`src/rtl/cnt5_pkg.sv`:
```
// cnt5_pkg: shared types and constants for the 5-state counter direction decoder.
//   state_e      : decoder FSM states (ACQUIRE, TRACK, ERROR)
//   step_class_e : classification of one count transition (HOLD, UP, DN, ILLEGAL)
//   CNT5_MOD     : modulus of the observed counter
//   CNT_W        : width of the observed count bus
package cnt5_pkg;

  localparam int unsigned CNT5_MOD = 5;
  localparam int unsigned CNT_W    = 3;

  typedef enum logic [1:0] {
    ACQUIRE = 2'd0,
    TRACK   = 2'd1,
    ERROR   = 2'd2
  } state_e;

  typedef enum logic [1:0] {
    HOLD    = 2'd0,
    UP      = 2'd1,
    DN      = 2'd2,
    ILLEGAL = 2'd3
  } step_class_e;

endpackage

```
`src/rtl/cnt5_step_classify.sv`:
```
// cnt5_step_classify: combinational classification of a count transition.
// Ports:
//   prev       in  CNT_W  previously accepted (in-range) count
//   cur        in  CNT_W  newly sampled count
//   step_class out        HOLD / UP / DN / ILLEGAL, with wrap at MOD-1 <-> 0
// The modulus parameter sets the legal code range; codes at or above it are always ILLEGAL.
module cnt5_step_classify
  import cnt5_pkg::*;
#(
  parameter int unsigned MOD = CNT5_MOD
) (
  input  logic [CNT_W-1:0] prev,
  input  logic [CNT_W-1:0] cur,
  output step_class_e      step_class
);

  localparam logic [CNT_W-1:0] MAX_CODE = CNT_W'(MOD - 1);
  localparam logic [CNT_W-1:0] ONE      = CNT_W'(1);
  localparam logic [CNT_W-1:0] ZERO     = CNT_W'(0);

  logic [CNT_W-1:0] up_code_s;
  logic [CNT_W-1:0] dn_code_s;

  // Expected neighbours of prev (modular), then classify cur against them.
  always_comb begin
    up_code_s  = (prev == MAX_CODE) ? ZERO : (prev + ONE);
    dn_code_s  = (prev == ZERO) ? MAX_CODE : (prev - ONE);
    step_class = ILLEGAL;
    if (cur > MAX_CODE) begin
      step_class = ILLEGAL;
    end else if (cur == prev) begin
      step_class = HOLD;
    end else if (cur == up_code_s) begin
      step_class = UP;
    end else if (cur == dn_code_s) begin
      step_class = DN;
    end else begin
      step_class = ILLEGAL;
    end
  end

endmodule

```
`src/rtl/cnt5_dir_decoder.sv`:
```
// cnt5_dir_decoder: observer for a modulo-MOD up/down counter bus. Recovers step
// pulses and direction, keeps a signed position accumulator and flags sequence errors.
// Every output is registered: the response to a sample appears one clk later.
// Ports:
//   clk      in   1      rising-edge clock
//   reset    in   1      synchronous, active-high reset
//   cnt_in   in   CNT_W  observed count
//   step_up  out  1      pulse on a legal +1 step (incl. MOD-1 -> 0)
//   step_dn  out  1      pulse on a legal -1 step (incl. 0 -> MOD-1)
//   dir      out  1      last legal step direction (1 = up)
//   locked   out  1      LOCK_CNT consecutive legal steps since last acquire
//   err      out  1      illegal transition or out-of-range code
//   pos      out  POS_W  signed step count, wraps in two's complement
// Configuration macro:
//   CNT5_DEC_STICKY_ERR_EN  defined: ERROR is terminal until reset, err held high.
//                           undefined: err pulses once, then the decoder re-acquires.
module cnt5_dir_decoder
  import cnt5_pkg::*;
#(
  parameter int unsigned MOD      = CNT5_MOD,
  parameter int unsigned POS_W    = 8,
  parameter int unsigned LOCK_CNT = 2
) (
  input  logic                    clk,
  input  logic                    reset,
  input  logic        [CNT_W-1:0] cnt_in,
  output logic                    step_up,
  output logic                    step_dn,
  output logic                    dir,
  output logic                    locked,
  output logic                    err,
  output logic signed [POS_W-1:0] pos
);

  localparam int unsigned      LC_W     = $clog2(LOCK_CNT + 1);
  localparam logic [LC_W-1:0]  LOCK_MAX = LC_W'(LOCK_CNT);
  localparam logic [LC_W-1:0]  LC_ONE   = LC_W'(1);
  localparam logic [LC_W-1:0]  LC_ZERO  = LC_W'(0);
  localparam logic [CNT_W-1:0] MAX_CODE = CNT_W'(MOD - 1);
  localparam logic [POS_W-1:0] POS_ONE  = POS_W'(1);

  state_e             state_q,    state_d;
  logic [CNT_W-1:0]   prev_q,     prev_d;
  logic [LC_W-1:0]    lock_cnt_q, lock_cnt_d;
  logic               step_up_q,  step_up_d;
  logic               step_dn_q,  step_dn_d;
  logic               dir_q,      dir_d;
  logic               locked_q,   locked_d;
  logic               err_q,      err_d;
  logic [POS_W-1:0]   pos_q,      pos_d;

  logic               in_range_s;
  step_class_e        step_class_s;

  cnt5_step_classify #(
    .MOD (MOD)
  ) u_classify (
    .prev       (prev_q),
    .cur        (cnt_in),
    .step_class (step_class_s)
  );

  assign in_range_s = (cnt_in <= MAX_CODE);

  // Next-state, step pulses, lock counter and position update.
  always_comb begin
    state_d    = state_q;
    prev_d     = prev_q;
    lock_cnt_d = lock_cnt_q;
    step_up_d  = 1'b0;
    step_dn_d  = 1'b0;
    dir_d      = dir_q;
    err_d      = 1'b0;
    pos_d      = pos_q;

    case (state_q)
      ACQUIRE: begin
        lock_cnt_d = LC_ZERO;
        if (in_range_s) begin
          prev_d  = cnt_in;
          state_d = TRACK;
        end else begin
          err_d = 1'b1;
        end
      end

      TRACK: begin
        // An out-of-range code never becomes the reference for later samples.
        if (in_range_s) begin
          prev_d = cnt_in;
        end else begin
          prev_d = prev_q;
        end
        case (step_class_s)
          UP: begin
            step_up_d  = 1'b1;
            dir_d      = 1'b1;
            pos_d      = pos_q + POS_ONE;
            lock_cnt_d = (lock_cnt_q == LOCK_MAX) ? LOCK_MAX : (lock_cnt_q + LC_ONE);
          end
          DN: begin
            step_dn_d  = 1'b1;
            dir_d      = 1'b0;
            pos_d      = pos_q - POS_ONE;
            lock_cnt_d = (lock_cnt_q == LOCK_MAX) ? LOCK_MAX : (lock_cnt_q + LC_ONE);
          end
          HOLD: begin
            lock_cnt_d = lock_cnt_q;
          end
          ILLEGAL: begin
            err_d      = 1'b1;
            lock_cnt_d = LC_ZERO;
            state_d    = ERROR;
          end
          default: begin
            err_d      = 1'b1;
            lock_cnt_d = LC_ZERO;
            state_d    = ERROR;
          end
        endcase
      end

      ERROR: begin
        lock_cnt_d = LC_ZERO;
`ifdef CNT5_DEC_STICKY_ERR_EN
        err_d   = 1'b1;
        state_d = ERROR;
`else
        state_d = ACQUIRE;
`endif
      end

      default: begin
        lock_cnt_d = LC_ZERO;
        state_d    = ACQUIRE;
      end
    endcase

    locked_d = (lock_cnt_d == LOCK_MAX);
  end

  // State and output registers with synchronous reset.
  always_ff @(posedge clk) begin
    if (reset) begin
      state_q    <= ACQUIRE;
      prev_q     <= '0;
      lock_cnt_q <= LC_ZERO;
      step_up_q  <= 1'b0;
      step_dn_q  <= 1'b0;
      dir_q      <= 1'b1;
      locked_q   <= 1'b0;
      err_q      <= 1'b0;
      pos_q      <= '0;
    end else begin
      state_q    <= state_d;
      prev_q     <= prev_d;
      lock_cnt_q <= lock_cnt_d;
      step_up_q  <= step_up_d;
      step_dn_q  <= step_dn_d;
      dir_q      <= dir_d;
      locked_q   <= locked_d;
      err_q      <= err_d;
      pos_q      <= pos_d;
    end
  end

  assign step_up = step_up_q;
  assign step_dn = step_dn_q;
  assign dir     = dir_q;
  assign locked  = locked_q;
  assign err     = err_q;
  assign pos     = $signed(pos_q);

endmodule

```
`config.mk`:
```
export PLATFORM = sky130hd
export DESIGN_NAME = cnt5_dir_decoder
export DESIGN_NICKNAME = d
export VERILOG_FILES = /design/src/rtl/cnt5_pkg.sv /design/src/rtl/cnt5_step_classify.sv /design/src/rtl/cnt5_dir_decoder.sv
export SDC_FILE = /design/constraint.sdc
export NUM_CORES = 1
export LEC_CHECK = 0
export ABC_AREA = 1
export BUFFER_PORTS_ARGS = -buffer_cell sky130_fd_sc_hd__buf_2
export CELL_PAD_IN_SITES_DETAIL_PLACEMENT = 1
export CELL_PAD_IN_SITES_GLOBAL_PLACEMENT = 1
export CORE_ASPECT_RATIO = 0.7
export CORE_MARGIN = 2
export CORE_UTILIZATION = 45
export CTS_CLUSTER_DIAMETER = 100
export DETAILED_ROUTE_END_ITERATION = 10
export HOLD_SLACK_MARGIN = 0.03
export PLACE_DENSITY_LB_ADDON = 0.1
export SLEW_MARGIN = 10
export SYNTH_ARGS = -nofsm -noshare
export SYNTH_HDL_FRONTEND = slang
export SYNTH_SLANG_ARGS = --single-unit
```
`constraint.sdc`:
```
create_clock -name clk -period 8.1 [get_ports clk]
set_input_delay 1.215 -clock clk [delete_from_list [all_inputs] [get_ports clk]]
set_output_delay 1.215 -clock clk [all_outputs]
set_load 0.1 [all_outputs]
```
==> results.toml, run 1 <==
[cts]
tritoncts = "yes"
postCtsSetupBuffers = 0
cts_sinks = 20
cts.htree.levels = 1
clockBufferDepth = 2
cts_buffers = 3
path_clk_slew_ns = 0.08
cts_resized = 0
insertion_delay_ns = 0.26
cts_root_buffer = "clkbuf_8"
holdBufCountCts = 0

[pwr]
seqPwrFrac = 0.312
switching_share = 0.425
vdd_ir_drop_max_v = 0.0000896
p_leak_nw = 0.835
power.internal_mw = 0.218
p_comb_frac = 0.423
power_switching_mw = 0.161
p_per_area_mw_per_mm2 = 233
p_clk_frac = 0.265

[drt]
drtPass1Iterations = 4
drt-initial-drc-count = 44
routed_wl_um = 3410
wire_per_inst_um = 13.3
vias = 1263
routed_via_density = 4.91
drcViolationCount = 0
ant_nets = 0

[sta]
period_share = 0.427
skew_ns = 0.00459
fmax_mhz = 289
setup_slack_ns = 4.64
worst_slew_pin_slew_ns = 0.492
fin_tns_setup_ns = 0
setup_viol = 0
layout_min_cycle_time_ns = 3.46
slew_violations = 0
rsz0062_at_grt = "no"
holdWs_ns = 0.535
relSlewSlack = 0.674
hold_viol = 0

[die]
die_w_um = 71.9
start_util = 0.467
die_area_mm2 = 0.00370
die_y_um = 51.5
num_io_pins = 18
rows = 17
core_mm2 = 0.00311

[synthesis]
synth_top_family_by_area = "simple AND/OR/NAND/NOR gates"
synth.most_common_cell = "nand2_1"
synth_enable_flop_cells = 0
synth-simple-area-share = 0.284
synthMuxAreaShare = 0
syn_nets = 221
synthesis.area_mm2 = 0.00145
synthArstFlopShare = 0
synth.largest_area_cell = "dfxtp_1"
yosys.area_share.adder = 0.134
ys_top_cells_by_count = "nand2_1 (44), inv_1 (28), dfxtp_1 (20)"
synth-xor-area-share = 0.0362
synth_area_leaders = "dfxtp_1 (28%), ha_1 (12%), nand2_1 (11%)"
ys_ff_latch = 20
syn_avg_cell_area_um2 = 7.22
synth_warnings = 0
ys_types = 36
syn_inst = 201
synth_top_area_frac = 0.276
synthFlopType = "dfxtp_1"
synth_seq_area_share = 0.276
synth_compound_area_frac = 0.151

[placed_design]
dpl.cell_count = 253
gp_congestion = 0.881
port_buffers = 17
pre_cts_ws_ns = 4.41
dp_hpwl_um = 2810

[worst_setup_path]
reg2reg_slack_ns = 4.86
cp_data_required_time_ns = 8.26
cp_data_arrival_time_ns = 3.62
setup.worst_path.class = "in -> reg"
timing.critical_path.from = "cnt_in[1]"
start_kind = "input pin"
crit_fanout = 9
r2r_start = "prev_q[0]"
cp-end-kind = "flip-flop"

[layout]
area_growth_pct = 11.9
drive_above_1_share = 0.228
fillers = 420
post-route-util = 0.523
nets = 240
fin_cells = 257
antenna_cells = 0

[global_route]
grt_pass1_wl_um = 5690
grt_max_degree = 14
grt_overflow = 0
first_global_vias = 1195
grt_usage = 0.202
antenna_found_initial = 0

[job]
maxCapViolations = 0

[outcome]
status = "finished, final reports clean"

[worst_hold_path]
min_path_type = "reg -> reg"
min-delay-start = "dir"
[power by group through the flow]
stage	combinational [mW]	clock [mW]	sequential, mW
floorplan	0.0874	0	0.165
global placement	0.155	0	0.120
detailed placement	0.160	0	0.121
CTS	0.161	0.103	0.118
global route	0.177	0.105	0.119
finish	0.160	0.101	0.118
[placed cells by master (no fill, tap or decap), drive strengths merged, types with 2 or more instances in the layout]
cell / synthesis / final
nand2: 48 / 48
inv: 37 / 37
dfxtp: 20 / 20
buf: 3 / 17
nand3: 16 / 16
nor2: 16 / 16
a21oi: 15 / 15
ha: 14 / 14
o21ai: 12 / 12
xnor2: 4 / 4
clkbuf: 0 / 3
xor2: 2 / 2
o21a: 2 / 2
nor3: 2 / 2
o211ai: 2 / 2
[layout make-up]
type | instances | area (um2) | share of cell area
Inverter | 37 | 141 | 0.0871
Sequential cell | 20 | 400 | 0.247
Multi-Input combinational cell | 141 | 878 | 0.541
Clock buffer | 3 | 41.3 | 0.0254
Timing Repair Buffer | 17 | 85.1 | 0.0524
Clock inverter | 1 | 30.0 | 0.0185
Tap cell | 38 | 47.5 | 0.0293
[worst paths after layout]
kind	cells past startpoint	to
max	17	pos[4]
min	2	dir
max reg2reg	17	pos[4]
min reg2reg	2	dir
[kinds of logic (layout without fill, tap and decap cells)]
family	count (synthesis)	after routing
buf+inv	40	58
fa+ha+maj	15	15
compound gates	33	33
simple gates	87	87
flops	20	20
xor+xnor	6	6
[worst max-delay path, stage by stage]
cell and delay [ns]:
buf_2 0.13, inv_2 0.08, nand2_1 0.06, nand2_1 0.05, nand2_1 0.07, nor2_2 0.05, nand2_2 0.08, nand3_2 0.07
a21oi_1 0.22, ha_1 0.43, inv_1 0.14, fa_1 0.42, o21ai_1 0.20, nand2_1 0.09, xnor2_1 0.14, o21bai_1 0.13
inv_1 0.05
[stage by stage]
stage | area, um2 | total power, mW
2_1_floorplan | 1450 | 0.252
3_3_place_gp | 1550 | 0.275
3_5_place_dp | 1550 | 0.280
4_1_cts | 1620 | 0.383
5_1_grt | 1620 | 0.402
6_report | 1620 | 0.379
[flip-flops by register name (all words and copies together), names as in the netlist]
name,count
state_q,2
locked,1
lock_cnt_q,2
dir,1
step_dn,1
prev_q,3
step_up,1
pos,8
err,1
[per-layer routing]
metal / wire length [um] / GRT usage / vias to the layer above
li1: - / - / 677
met2: 1400 / 0.304 / 13
met4: 18 / 0.0377 / 0
met1: 1880 / 0.293 / 571
met3: 103 / 0.0504 / 2
met5: 0 / 0 / -
Note: power is estimated with default switching activity, not from simulation.
==> run 2, diff against run 1 <==
--- a/config.mk
+++ b/config.mk
@@ -11,7 +11,7 @@
 export CELL_PAD_IN_SITES_GLOBAL_PLACEMENT = 1
 export CORE_ASPECT_RATIO = 0.7
 export CORE_MARGIN = 2
-export CORE_UTILIZATION = 45
+export CORE_UTILIZATION = 41
 export CTS_CLUSTER_DIAMETER = 100
 export DETAILED_ROUTE_END_ITERATION = 10
 export HOLD_SLACK_MARGIN = 0.03
==> constraint.sdc (replaced) <==
create_clock -name clk -period 3.2 [get_ports clk]
set_input_delay 0.48 -clock clk [delete_from_list [all_inputs] [get_ports clk]]
set_output_delay 0.48 -clock clk [all_outputs]
set_load 0.1 [all_outputs]
==> results.toml, run 2 (synthesized netlist as in run 1, its figures left out) <==
[global_route]
grt_usage = 0.195
grt_overflow = 0
grt_max_degree = 14
antenna_found_initial = 0
grt_pass1_wl_um = 5980
first_global_vias = 1272

[worst_setup_path]
cp_common_cell = "nand2_1"
cp_data_arrival_time_ns = 3.09
setup.worst_path.class = "reg -> reg"
crit_fanout = 8
r2r_cells = 21
cp.depth = 21
crit_chain = "inv_2 > ha_2 > nand2_2 > nand2_2 > nand2_1 > nand2_1 > nor2_2 > nand2_2 > a21oi_2 > inv_2 > ha_1 > buf_4 > ha_1 > a21oi_1 > nand2_1 > nand2_1 > nand2_1 > nand2_1 > nand3_1 > nand2_1 > inv_1"
r2r_start = "prev_q[0]"
crit_path_end = "pos[7]"
cp_slowest_cell = "dfxtp_2"
start_kind = "flip-flop"
path_buf_inv = 4
cp-end-kind = "flip-flop"
crit_family = "simple AND/OR/NAND/NOR gates"
critPathMaxStageDelay_ns = 0.38
timing.rr.end = "pos[7]"
cp_data_required_time_ns = 3.37
reg2reg_slack_ns = 0.28
timing.critical_path.from = "prev_q[0]"

[cts]
clockBufferDepth = 2
cts_root_buffer = "clkbuf_8"
cts.htree.levels = 1
holdBufCountCts = 0
cts_buffers = 3
cts_sinks = 20
insertion_delay_ns = 0.26
path_clk_slew_ns = 0.08
tritoncts = "yes"

[pwr]
vdd_ir_drop_max_v = 0.000281
p_per_area_mw_per_mm2 = 584
power_mw = 0.967
p_leak_nw = 0.840

[layout]
fillers = 467
drive_above_1_share = 0.250
final_common_cell = "nand2_1"
antenna_cells = 0
final_cell_mix = "nand2_1 (44), inv_1 (28), dfxtp_1 (18), buf_2 (17), nand3_1 (14)"
fin_cells = 270
nets = 241
largest_register_ffs = 8
post-route-util = 0.480
area_growth_pct = 14.1

[sta]
fin_tns_setup_ns = 0
skew_ns = 0.00954
slew_violations = 0
layout_min_cycle_time_ns = 2.92
relSlewSlack = 0.676
hold_viol = 0
setup_viol = 0
worst_slew_pin_slew_ns = 0.489
period_share = 0.913
rsz0062_at_grt = "no"
fmax_mhz = 342
holdWs_ns = 0.462

[die]
num_io_pins = 18
start_util = 0.421
core_mm2 = 0.00345
rows = 18
die_w_um = 75.1
die_area_mm2 = 0.00404
die_y_um = 53.8

[placed_design]
gp_congestion = 0.838
dp_hpwl_um = 2850
port_buffers = 17
dpl.cell_count = 266

[drt]
routed_wl_um = 3600
vias = 1330
drcViolationCount = 0
ant_nets = 0
drtPass1Iterations = 5
wire_per_inst_um = 13.3
drt-initial-drc-count = 61
routed_via_density = 4.93

[worst_hold_path]
min_path_type = "in -> reg"

[job]
maxCapViolations = 0

[outcome]
status = "finished, final reports clean"
-- run 2: metrics by stage --
step	worst slack (ns)	cell area, um2
after floorplan	0.445	1450
after global placement	0.353	1580
after detailed placement	0.150	1580
after CTS	0.146	1650
after global routing	0.00934	1660
final	0.278	1660
-- run 2: worst min path at each step --
| stage | endpoint | slack (ns) | start | cells after the start |
|---|---|---|---|---|
| 2_1_floorplan | prev_q[1] | 0.53 | prev_q[1] | 2 |
| 3_3_place_gp | dir | 0.50 | dir | 2 |
| 3_5_place_dp | dir | 0.47 | dir | 2 |
| 4_1_cts | lock_cnt_q[0] | 0.46 | reset | 2 |
| 5_1_grt | lock_cnt_q[1] | 0.48 | reset | 2 |
| 6_report | lock_cnt_q[0] | 0.46 | reset | 2 |
-- run 2: layer usage --
layer / wire length, um / vias to the layer above / GRT usage
li1: - / 675 / -
met1: 1820 / 627 / 0.265
met2: 1650 / 26 / 0.325
met3: 120 / 2 / 0.0431
met4: 14 / 0 / 0.0327
met5: 0 / - / 0
-- run 2: final cells by class --
class | instances | area [um2] | area share
clock buffer | 3 | 41.3 | 0.0249
timing repair buffer | 18 | 92.6 | 0.0559
inverter | 37 | 141 | 0.0854
sequential | 20 | 403 | 0.243
clock inverter | 1 | 30.0 | 0.0181
tap | 50 | 62.6 | 0.0378
multi-input combinational | 141 | 885 | 0.534
-- run 2: timing repair --
action / 4_1_cts / 5_1_grt
buffers inserted: 0 / 0
endpoints found under the setup margin: 0 / 4
resized for setup: 0 / 4
-- run 2: power breakdown --
| part | internal, mW | switching [mW] | total, mW | leakage [nW] |
|---|---|---|---|---|
| clock network | 0.167 | 0.0876 | 0.255 | 0.0357 |
| registers | 0.275 | 0.0258 | 0.301 | 0.164 |
| logic | 0.112 | 0.299 | 0.411 | 0.640 |
| total | 0.554 | 0.413 | 0.967 | 0.840 |
-- run 2: worst reg2reg max path, delay by kind of cell, from the launching register on --
family	cells	cell delay [ns]
and+or+nand+nor	12	0.93
DFF	1	0.38
buffers and inverters	4	0.34
AOI/OAI and AO/OA	2	0.44
adders and majority gates	3	0.76
